`src/rtl/enemy_ai_ctrl.sv`:
```
// enemy_ai_ctrl: frame-rate enemy behaviour controller.
// Picks chase / retreat / shoot / dodge / guard from player distance, good-bullet
// threat, an attack cooldown and a random tie-break bit. Commands are registered
// and change only on frame ticks. Dropping i_enable forces a return to idle.
module enemy_ai_ctrl #(
    parameter int unsigned NEAR_DIST    = 160,
    parameter int unsigned FAR_DIST     = 320,
    parameter int unsigned DODGE_DIST   = 96,
    parameter int unsigned ATK_COOLDOWN = 30,
    parameter int unsigned DODGE_FRAMES = 8,
    parameter int unsigned GUARD_FRAMES = 12
) (
    input  logic               clk,
    input  logic               rst_n,
    input  logic               i_enable,
    input  logic               i_tick,
    input  logic signed [10:0] i_player_x,
    input  logic               i_player_squat,
    input  logic signed [10:0] i_enemy_x,
    input  logic               i_gb_active,
    input  logic signed [10:0] i_gb_x,
    input  logic               i_bb_busy,
    input  logic [3:0]         i_rnd,
    output logic               o_right,
    output logic               o_left,
    output logic               o_jump,
    output logic               o_squat,
    output logic               o_attack,
    output logic               o_defend,
    output logic [2:0]         o_state
);

    typedef enum logic [2:0] {
        S_IDLE    = 3'd0,
        S_CHASE   = 3'd1,
        S_RETREAT = 3'd2,
        S_SHOOT   = 3'd3,
        S_DODGE   = 3'd4,
        S_GUARD   = 3'd5
    } state_t;

    // One bit per button-equivalent command.
    typedef struct packed {
        logic right;
        logic left;
        logic jump;
        logic squat;
        logic attack;
        logic defend;
    } cmd_t;

    // Thresholds resized once so every comparison below is width-matched.
    localparam logic [11:0] NEAR_LIM        = 12'(NEAR_DIST);
    localparam logic [11:0] FAR_LIM         = 12'(FAR_DIST);
    localparam logic [11:0] DODGE_LIM       = 12'(DODGE_DIST);
    localparam logic [5:0]  COOLDOWN_RELOAD = 6'(ATK_COOLDOWN);
    localparam logic [5:0]  DODGE_DWELL     = 6'(DODGE_FRAMES - 1);
    localparam logic [5:0]  GUARD_DWELL     = 6'(GUARD_FRAMES - 1);

    state_t     state, state_nxt;
    cmd_t       cmd, cmd_nxt;
    logic [5:0] cooldown, cooldown_nxt;
    logic [5:0] dwell, dwell_nxt;

    // Geometry: differences are taken at 12 bits so the 11-bit signed range cannot wrap.
    logic [11:0] dx;
    logic [11:0] adx;
    logic [11:0] gb_dx;
    logic [11:0] tdist;
    logic        dx_neg;
    logic        dx_zero;
    logic        threat;
    logic        in_dwell;
    logic        can_fire;

    // Only i_rnd[0] steers decisions; the upper bits are reserved for future tie-breaks.
    logic rnd_unused;
    assign rnd_unused = ^i_rnd[3:1];

    assign dx      = {i_player_x[10], i_player_x} - {i_enemy_x[10], i_enemy_x};
    assign gb_dx   = {i_gb_x[10], i_gb_x} - {i_enemy_x[10], i_enemy_x};
    assign dx_neg  = dx[11];
    assign dx_zero = (dx == 12'd0);
    assign adx     = dx_neg ? (~dx + 12'd1) : dx;
    assign tdist   = gb_dx[11] ? (~gb_dx + 12'd1) : gb_dx;
    assign threat  = i_gb_active && (tdist <= DODGE_LIM);

    // A dwell state still counting down ignores every input, threats included.
    assign in_dwell = ((state == S_DODGE) || (state == S_GUARD)) && (dwell != 6'd0);
    assign can_fire = (cooldown == 6'd0) && !i_bb_busy;

    // Next state, counters and next commands; the outputs follow the state being entered.
    always_comb begin
        // NOTE: every variable written here is given a default first, so no path leaves
        // one unassigned and no latch is inferred.
        state_nxt    = state;
        cmd_nxt      = cmd;
        cooldown_nxt = cooldown;
        dwell_nxt    = dwell;

        if (!i_enable) begin
            // Gated off: return to idle with everything cleared, tick or not.
            state_nxt    = S_IDLE;
            cmd_nxt      = '0;
            cooldown_nxt = '0;
            dwell_nxt    = '0;
        end else if (i_tick) begin
            cmd_nxt = '0;

            // Cooldown runs down once per frame outside idle and stops at zero;
            // a shot fired below overrides this with a reload.
            if ((state != S_IDLE) && (cooldown != 6'd0)) begin
                cooldown_nxt = cooldown - 6'd1;
            end

            if (in_dwell) begin
                // Hold the dwell state; jump only on entry, defend on every frame.
                dwell_nxt      = dwell - 6'd1;
                cmd_nxt.defend = (state == S_GUARD);
            end else begin
                // Idle passes straight through chase into the same decision.
                dwell_nxt = '0;
                if (threat) begin
                    if (i_rnd[0]) begin
                        state_nxt    = S_DODGE;
                        dwell_nxt    = DODGE_DWELL;
                        cmd_nxt.jump = 1'b1;
                    end else begin
                        state_nxt      = S_GUARD;
                        dwell_nxt      = GUARD_DWELL;
                        cmd_nxt.defend = 1'b1;
                    end
                end else if (adx > FAR_LIM) begin
                    state_nxt     = S_CHASE;
                    cmd_nxt.right = !dx_neg && !dx_zero;
                    cmd_nxt.left  = dx_neg;
                end else if (adx < NEAR_LIM) begin
                    state_nxt     = S_RETREAT;
                    cmd_nxt.right = dx_neg;
                    cmd_nxt.left  = !dx_neg;
                end else begin
                    state_nxt     = S_SHOOT;
                    cmd_nxt.squat = i_player_squat;
                    if (can_fire) begin
                        cmd_nxt.attack = 1'b1;
                        cooldown_nxt   = COOLDOWN_RELOAD;
                    end
                end
            end
        end
    end

    // State, counters and command register with asynchronous clear.
    always_ff @(posedge clk or negedge rst_n) begin
        if (!rst_n) begin
            state    <= S_IDLE;
            cmd      <= '0;
            cooldown <= '0;
            dwell    <= '0;
        end else begin
            // NOTE: non-blocking assignments make every register update from the values
            // of the previous cycle, independent of statement order.
            state    <= state_nxt;
            cmd      <= cmd_nxt;
            cooldown <= cooldown_nxt;
            dwell    <= dwell_nxt;
        end
    end

    assign o_right  = cmd.right;
    assign o_left   = cmd.left;
    assign o_jump   = cmd.jump;
    assign o_squat  = cmd.squat;
    assign o_attack = cmd.attack;
    assign o_defend = cmd.defend;
    assign o_state  = state;

endmodule

```
`config.mk`:
```
export PLATFORM = sky130hd
export DESIGN_NAME = enemy_ai_ctrl
export DESIGN_NICKNAME = d
export VERILOG_FILES = /design/src/rtl/enemy_ai_ctrl.sv
export SDC_FILE = /design/constraint.sdc
export NUM_CORES = 1
export LEC_CHECK = 0
export CAP_MARGIN = 20
export CORE_UTILIZATION = 42
export DETAILED_ROUTE_END_ITERATION = 12
export MAX_ROUTING_LAYER = met4
export PLACE_DENSITY = 0.62
export REMOVE_ABC_BUFFERS = 1
export SYNTH_ARGS = -nofsm -noshare
export SYNTH_HDL_FRONTEND = slang
export SYNTH_SLANG_ARGS = --single-unit
```
`constraint.sdc`:
```
create_clock -name clk -period 2.39 [get_ports clk]
set_input_delay 0.478 -clock clk [delete_from_list [all_inputs] [get_ports clk]]
set_output_delay 0.478 -clock clk [all_outputs]
set_load 0.01 [all_outputs]
```
==> flow_summary.toml, run 1 <==
[run_status]
status = "finished, violations left"
failed_checks = "design-rule violations, negative setup slack"

[yosys]
netlist.area_leader.share_pct = 18.5
synth_mux_area_share_pct = 1.85
ys_seq_area_share_pct = 18.5
synth_warnings = 0
avgSynthCellArea_um2 = 7.91
synth_top_family_by_area = "compound AO/OA/AOI/OAI gates"
synthArstFlopShare_pct = 100
synth_top_area_cell = "dfrtp_1"
synthTopCellsByArea = "dfrtp_1 (18%), ha_1 (12%), nand2_1 (5.3%)"
yosys.cell_types.count = 70
syn_inst = 359
yosys.area_share.simple_pct = 23.6
synth_fa_ha_area_share_pct = 13.3
syn-cell-area_um2 = 2840
ys_seq_elements = 21
synth_edf_count = 0
synth-compound-area-share_pct = 27.7
synth_xor_area_share_pct = 8.32
synth_ff_type = "dfrtp_1"

[route]
drt-vias-per-instance = 5.59
drc_errors = 4
routedWlPerCell_um = 15.7
postRouteWirelength_mm = 9.46
drt_first_pass_iters = 8
ant_nets = 0
via_count = 3374
drt_iter0_drc = 150

[floorplanning]
coreArea_um2 = 6420
die-area_um2 = 7100
start_util_pct = 44.2
die_y_um = 84.3
num_rows = 29
floorplan.io_pins = 53
die_w_um = 84.3

[cts]
htreeDepth = 1
clk_latency_ps = 270
path_clk_slew_ps = 80
cts_tree = "built"
clock-sinks = 21
cts.hold.buffers_added = 0
clock_path_buffers = 2
cts_buffers = 3
cts_root_buffer = "clkbuf_8"

[finish]
layout-drive-gt1-share_pct = 44.2
stdcell_area_um2 = 4940
syn_to_final_growth_pct = 73.7
mostFrequentLayoutCells = "buf_4 (115), nand2_1 (33), clkdlybuf4s50_1 (30), inv_1 (23), dfrtp_1 (21)"
layout_commonest_cell = "buf_4"
stdcell_count = 604
diodes = 0
fin_nets = 601

[worst_setup_path]
critPathRequiredTime_ps = 2600
setup.worst_path.end_class = "flop"
critPathMaxFanout = 5
cp.arrival_ps = 3750
crit_top_cell = "buf_4"
startpoint_type = "input pin"
r2r_cells = 5
critical_path.cell_chain = "dlygate4sd2_1 > inv_2 > buf_4 > fa_2 > buf_4 > xnor2_1 > nand2_1 > nor4_2 > buf_4 > a31oi_1 > mux2_4 > o311ai_2 > a211o_1 > or4b_4 > nand2_1"
worstSetupPathType = "input pin to flop"
worst_path_max_delay_cell = "or4b_4"
cp_slowest_stage_delay_ps = 540

[grt]
grt-ovfl-total = 0
grt_max_degree = 22
antenna_found_initial = 0
grt_use_total_pct = 27.2
grt_pass1_wl_mm = 15.5
grt_pass1_vias = 3553

[place]
placed_cell_area_um2 = 4090
place_ws_ps = -1770
placedCellCount = 572
routabilityCongestion = 0.831
io_buffers = 49
detailed_place_hpwl_mm = 6.40

[timing]
setup_violations = 18
finalCriticalPeriod_ps = 3540
min_period_over_period_pct = 148
skew_ps = 6.41
hold_ws_ps = 489
hold_violations = 0
slew_headroom_pct = 65.6
slew_violations = 0
tightestPinTransition_ps = 515
rsz0062_at_grt = "true"
fin_ws_ps = -1150
max_freq_ghz = 0.282

[pwr]
power_density_nw_per_um2 = 481
leakagePower_nw = 2.20
vdd_ir_drop_max_mv = 0.276

[worst_hold_path]
hold_path.class = "flop to flop"
worstHoldPathCells = 2

[run]
maxCapViolCount = 0
## metrics by stage
stage | util, % | total power [mW] | setup TNS, ps
6_report | 76.9 | 2.37 | -19280
5_1_grt | 76.9 | 2.55 | -21520
4_1_cts | 73.7 | 2.22 | -16270
3_5_place_dp | 63.7 | 1.73 | -29990
3_3_place_gp | 63.7 | 1.70 | -29040
2_1_floorplan | - | 1.20 | -16630
## flip-flops by register name (all words and copies together), names as in the netlist
signal	flops
cooldown	6
dwell	6
o_attack	1
o_defend	1
o_jump	1
o_left	1
o_right	1
o_squat	1
o_state	3
## worst max-delay path, delay by kind of cell
kind	cells	cell delay, ps
muxes	1	270
AOI/OAI and AO/OA	3	590
and+or+nand+nor	4	1180
xor gates and xnor gates	1	140
adders and majority gates	1	360
buffers and inverters	5	720
## synthesized netlist by cell type (7+ instances only)
cell type,n
dfrtp_1,21
xor2_1,10
ha_1,27
nor4_1,7
nand2_1,40
nand2b_1,7
nor3_1,7
a21oi_1,16
nor2_1,21
o21ai_0,19
xnor2_1,17
inv_1,34
## layer usage
layer,routed length [um],share of wire (%),GRT usage (%),up-vias
li1,-,-,-,1656
met1,3950,42,31.3,1613
met2,5060,54,51.0,85
met3,233,2.5,1.18,20
met4,207,2.2,8.31,0
met5,0,0,-,-
## what timing repair did
| action | CTS | global route |
|---|---|---|
| gates resized for setup | 121 | 32 |
| pin swaps | 62 | 19 |
| buffers inserted | 22 | 10 |
| endpoints found under the setup margin | 18 | 18 |
## path summary, 6_finish.rpt
path                                      start                 endpoint  slack, ps
setup / recovery                   i_enemy_x[1]  cooldown[4]$_DFFE_PN0P_      -1150
min in group asynchronous                 rst_n   o_state[1]$_DFFE_PN0P_        560
hold / removal             o_attack$_DFFE_PN0P_     o_attack$_DFFE_PN0P_        490
setup reg to reg           dwell[3]$_DFFE_PN0P_  cooldown[4]$_DFFE_PN0P_        100
max in group asynchronous                 rst_n      o_right$_DFFE_PN0P_       1620
hold reg to reg            o_attack$_DFFE_PN0P_     o_attack$_DFFE_PN0P_        490
## kinds of logic (layout without fill, tap and decap cells)
family	Yosys count	after routing
compound gates	106	106
xor+xnor	27	27
fa+ha+maj	29	29
buf+inv	44	212
flops	21	21
mux	5	5
simple gates	127	127
## power breakdown
group | internal (mW) | switching (mW) | total, mW
sequential | 0.409 | 0.0516 | 0.460
combinational | 0.883 | 0.794 | 1.68
clock | 0.116 | 0.120 | 0.237
total | 1.41 | 0.966 | 2.37
## cell type report
| type | count | area [um2] |
|---|---|---|
| flip-flops and latches | 21 | 526 |
| clock buffers | 3 | 41.3 |
| fillers | 434 | 1490 |
| multi-input cells | 294 | 2690 |
| repair buffers | 173 | 1440 |
| well taps | 77 | 96.3 |
| inverters | 35 | 136 |
| clock inverters | 1 | 5.00 |
No activity file was read; power rests on OpenSTA's default activity.
==> run 2: changes to the inputs <==
Settings changed: PLACE_DENSITY 0.62 to 0.66, TNS_END_PERCENT from default to 50.
==> run 2 against run 1 <==
- the flow still finishes with violations (design-rule violations, negative setup slack)
- critical endpoint is now cooldown[1]$_DFFE_PN0P_
- clock power shrank 4%
- core utilization shrank 1.7 points
- fmax grew 4.2%
- routed wire length shrank 0.82%
- critical path type unchanged
- sequential share of layout area grew 0.25 points
- sequential power grew 0.9%
==> flow_summary.toml, run 2 (same netlist as run 1, synthesis figures left out) <==
[floorplanning]
start_util_pct = 44.2
floorplan.io_pins = 53
die_y_um = 84.3
die-area_um2 = 7100
coreArea_um2 = 6420
die_w_um = 84.3
num_rows = 29

[cts]
clock-sinks = 21
clock_path_buffers = 2
cts_tree = "built"
clk_latency_ps = 260
cts_root_buffer = "clkbuf_8"
path_clk_slew_ps = 70
cts_buffers = 3
htreeDepth = 1

[route]
drt_iter0_drc = 142
postRouteWirelength_mm = 9.38
drt_first_pass_iters = 9
drt-vias-per-instance = 5.68
drc_errors = 6
ant_nets = 0
routedWlPerCell_um = 15.8
via_count = 3366

[worst_setup_path]
cp_slowest_stage_delay_ps = 540
worstSetupPathType = "input pin to flop"
critPathMaxFanout = 5
cp.arrival_ps = 3600
startpoint_type = "input pin"
crit_top_cell = "buf_4"
crit_family = "simple AND/OR/NAND/NOR gates"
critical_path.cell_chain = "buf_6 > inv_4 > ha_4 > inv_2 > fa_2 > a211oi_4 > nor2_1 > xor2_1 > nor4_1 > buf_4 > buf_4 > nand4_1 > mux2_4 > a41oi_2 > a211o_1 > or4b_4 > nand2_1"
setup.worst_path.end_class = "flop"
worst_path_max_delay_cell = "or4b_4"
critPathRequiredTime_ps = 2590
path_buf_inv = 5

[timing]
hold_ws_ps = 485
finalCriticalPeriod_ps = 3400
tightestPinTransition_ps = 504
skew_ps = 1.38
fin_ws_ps = -1010
max_freq_ghz = 0.294
min_period_over_period_pct = 142
hold_violations = 0
rsz0062_at_grt = "true"
setup_violations = 18
slew_violations = 0
slew_headroom_pct = 66.2

[place]
placed_cell_area_um2 = 4070
detailed_place_hpwl_mm = 6.37
io_buffers = 49
placedCellCount = 569
routabilityCongestion = 0.860

[pwr]
vdd_ir_drop_max_mv = 0.221
leakagePower_nw = 2.15
power_density_nw_per_um2 = 483

[grt]
grt_max_degree = 22
grt_pass1_wl_mm = 15.2
antenna_found_initial = 0
grt_pass1_vias = 3491
grt_use_total_pct = 26.5
grt-ovfl-total = 0

[finish]
final_core_util_pct = 75.1
diodes = 0
mostFrequentLayoutCells = "buf_4 (106), nand2_1 (34), clkdlybuf4s50_1 (27), inv_1 (23), dfrtp_1 (21)"
layout_commonest_cell = "buf_4"
layout-drive-gt1-share_pct = 43.6
fin_nets = 590
syn_to_final_growth_pct = 69.8
stdcell_count = 593
n_fill_cell = 437
stdcell_area_um2 = 4820

[run]
maxCapViolCount = 0

[worst_hold_path]
hold_path.class = "flop to flop"

[run_status]
status = "finished, violations left"
failed_checks = "design-rule violations, negative setup slack"
-- run 2: metrics by stage --
step	setup slack, ps	power [mW]	setup TNS, ps
after detailed placement	-1820	1.73	-30560
after global routing	-1140	2.49	-19250
after global placement	-1700	1.70	-28820
after CTS	-1010	2.21	-15190
final	-1010	2.33	-16850
after floorplan	-1120	1.20	-16630
-- run 2: layout make-up --
type / instances / area [um2] / area share, %
multi-input combinational: 294 / 2670 / 55.3
timing repair buffer: 162 / 1350 / 28.0
sequential: 21 / 526 / 10.9
inverter: 35 / 136 / 2.83
tap: 77 / 96.3 / 2.00
clock buffer: 3 / 41.3 / 0.856
clock inverter: 1 / 5.00 / 0.104
-- run 2: power by group --
| part | switching [mW] | internal, mW |
|---|---|---|
| Combinational | 0.774 | 0.864 |
| Clock | 0.111 | 0.116 |
| Sequential | 0.0555 | 0.409 |
| Total | 0.940 | 1.39 |
-- run 2: worst min-delay path: stages (launching register included) --
cell	delay [ps]
dfrtp_1	340
nand2_1	60
nand2_1	50
-- run 2: final timing paths --
path	startpoint	cells past startpoint	slack, ps	to
worst max-delay path	i_gb_x[0]	17	-1010	cooldown[1]$_DFFE_PN0P_
worst min-delay path	o_attack$_DFFE_PN0P_	2	490	o_attack$_DFFE_PN0P_
worst max register to register	dwell[3]$_DFFE_PN0P_	5	210	cooldown[1]$_DFFE_PN0P_
worst min register to register	o_attack$_DFFE_PN0P_	2	490	o_attack$_DFFE_PN0P_
max in group asynchronous	rst_n	2	1630	dwell[5]$_DFFE_PN0P_
min in group asynchronous	rst_n	2	550	o_right$_DFFE_PN0P_
-- run 2: repair_timing --
item                       CTS  global route
setup endpoints to repair   18            18
pin swaps                   55            22
hold buffers                 0             0
gates resized for setup    126            27
buffers inserted            15             5
-- run 2: per-layer routing --
| metal | global-route usage (%) | share of wire, % |
|---|---|---|
| met1 | 31.1 | 42 |
| met2 | 47.8 | 53 |
| met3 | 1.77 | 3.6 |
| met4 | 9.56 | 1.9 |
| met5 | - | 0 |
==> run 3: changes to the inputs <==
Settings changed: RECOVER_POWER from default to 100.
==> run 3 against run 2 <==
- the run still ends with design-rule violations, negative setup slack left
- clock power hardly changed
- sequential cell count unchanged
- final cell count is the same
- first-iteration DRC count is 6.3% higher
- global-route usage unchanged
- die area stayed put
- sequential power hardly changed
- sequential share of layout area about the same
- worst hold slack worse by 4.9 ps
- register-to-register slack is essentially flat
- combinational power is essentially flat
- largest power group unchanged
==> flow_summary.toml, run 3 (same netlist as run 1, synthesis figures left out) <==
[finish]
final_core_util_pct = 75.1
multiInputGateArea_um2 = 2670
stdcell_count = 593
mostFrequentLayoutCells = "buf_4 (105), nand2_1 (34), inv_1 (23), dfrtp_1 (21)"
layout_commonest_cell = "buf_4"
fin_nets = 590
diodes = 0
n_fill_cell = 436
syn_to_final_growth_pct = 69.7
layout-drive-gt1-share_pct = 43.4
seqCellArea_um2 = 526

[pwr]
power_density_nw_per_um2 = 482
finalPower_mw = 2.32
p_int_mw = 1.38
p_sw_share_pct = 40.5
power_frac_comb_pct = 70.3
power.switching_mw = 0.939
p_clk_share_pct = 9.8
p_seq_share_pct = 20.0
leakagePower_nw = 2.17
vdd_ir_drop_max_mv = 0.221

[route]
ant_nets = 0
drt-vias-per-instance = 5.64
via_count = 3345
postRouteWirelength_mm = 9.35
routedWlPerCell_um = 15.8
drc_errors = 6
drt_iter0_drc = 151
drt_first_pass_iters = 8

[worst_setup_path]
worst_path_max_delay_cell = "or4b_4"
cp_slowest_stage_delay_ps = 540
setup.worst_path.end_class = "flop"
rr_endpoint = "cooldown[1]$_DFFE_PN0P_"
critical_path.cell_chain = "buf_6 > inv_4 > ha_4 > inv_2 > fa_2 > a211oi_4 > nor2_1 > xor2_1 > nor4_1 > buf_4 > buf_4 > nand4_1 > mux2_4 > a41oi_2 > a211o_1 > or4b_4 > nand2_1"
critPathMaxFanout = 5
startpoint_type = "input pin"
worstSetupPathType = "input pin to flop"
reg2reg_from = "dwell[3]$_DFFE_PN0P_"
crit_top_cell = "buf_4"
cp.arrival_ps = 3620
ff2ff_setup_slack_ps = 210
critPathRequiredTime_ps = 2590
r2r_cells = 5

[run_status]
status = "finished, violations left"
failed_checks = "design-rule violations, negative setup slack"

[timing]
min_period_over_period_pct = 143
tightestPinTransition_ps = 1080
slew_violations = 0
max_freq_ghz = 0.293
setup_violations = 18
slew_headroom_pct = 28.0
fin_ws_ps = -1030
finalCriticalPeriod_ps = 3420
hold_violations = 0
skew_ps = 1.36
rsz0062_at_grt = "true"

[grt]
grt-ovfl-total = 0
grt_pass1_vias = 3491
grt_max_degree = 22
grt_pass1_wl_mm = 15.2
grt_use_total_pct = 26.5
antenna_found_initial = 0

[cts]
clk_latency_ps = 260
cts_root_buffer = "clkbuf_8"
cts_buffers = 3
path_clk_slew_ps = 70
cts_tree = "built"
htreeDepth = 1
clock-sinks = 21
clock_path_buffers = 2

[place]
placedCellCount = 569
routabilityCongestion = 0.860
detailed_place_hpwl_mm = 6.37
io_buffers = 49

[run]
maxCapViolCount = 0

[floorplanning]
die_y_um = 84.3
coreArea_um2 = 6420
num_rows = 29
floorplan.io_pins = 53
die-area_um2 = 7100
start_util_pct = 44.2
die_w_um = 84.3

[worst_hold_path]
worstHoldPathCells = 2
hold_start = "o_attack$_DFFE_PN0P_"
hold_path.class = "flop to flop"
min_to = "o_attack$_DFFE_PN0P_"
run 3: cell count changes in the layout (fill, tap and decap cells not counted), sizes merged:
cell,previous run,this run
clkdlybuf4s50,27,17
clkbuf,5,6
buf,116,115
dlygate4sd3,0,10
run 3: cell type report:
| type | count | share of cell area, % |
|---|---|---|
| clock buffers | 3 | 0.856 |
| clock inverters | 1 | 0.104 |
| inverters | 35 | 2.83 |
| multi-input cells | 294 | 55.4 |
| flip-flops and latches | 21 | 10.9 |
| well taps | 77 | 2.00 |
| repair buffers | 162 | 27.9 |
run 3: routing by layer:
| layer | vias up | wire length [um] | GRT usage [%] |
|---|---|---|---|
| met1 | 1592 | 3940 | 31.1 |
| met2 | 104 | 4920 | 47.8 |
| li1 | 1624 | - | - |
| met3 | 25 | 287 | 1.77 |
| met5 | - | 0 | - |
| met4 | 0 | 208 | 9.56 |
run 3: worst max path at each step:
stage / startpoint / to
after floorplan: i_enemy_x[4] / o_attack$_DFFE_PN0P_
after global routing: i_enemy_x[2] / cooldown[2]$_DFFE_PN0P_
after global placement: i_enemy_x[0] / o_attack$_DFFE_PN0P_
final: i_gb_x[0] / cooldown[1]$_DFFE_PN0P_
after detailed placement: i_enemy_x[0] / cooldown[2]$_DFFE_PN0P_
after CTS: i_player_x[0] / cooldown[2]$_DFFE_PN0P_
run 3: what timing repair did:
action	CTS	global route
hold buffers	0	0
pin swaps	55	22
setup endpoints to repair	18	18
resized for setup	126	27
setup buffers	15	5
run 3: stage by stage:
stage | hold slack, ps | area [um2] | setup slack, ps | TNS [ps]
detailed placement | 467 | 4070 | -1820 | -30560
global placement | 459 | 4070 | -1700 | -28820
floorplan | 182 | 2780 | -1120 | -16630
CTS | 486 | 4680 | -1010 | -15190
global route | 505 | 4820 | -1140 | -19250
finish | 480 | 4820 | -1030 | -17150
run 3: worst max-delay path: cells and delay by family:
family          cells  cell delay (ps)
fa+ha+maj           2              500
compound gates      3              590
buf+inv             5              490
xor+xnor            1              170
simple gates        5             1110
mux                 1              280
run 3: power by group through the flow:
stage | Combinational (mW) | Clock (mW) | Sequential (mW)
5_1_grt | 1.76 | 0.248 | 0.470
4_1_cts | 1.51 | 0.234 | 0.462
2_1_floorplan | 0.737 | 0 | 0.458
3_5_place_dp | 1.27 | 0 | 0.468
6_report | 1.63 | 0.227 | 0.464
3_3_place_gp | 1.23 | 0 | 0.465
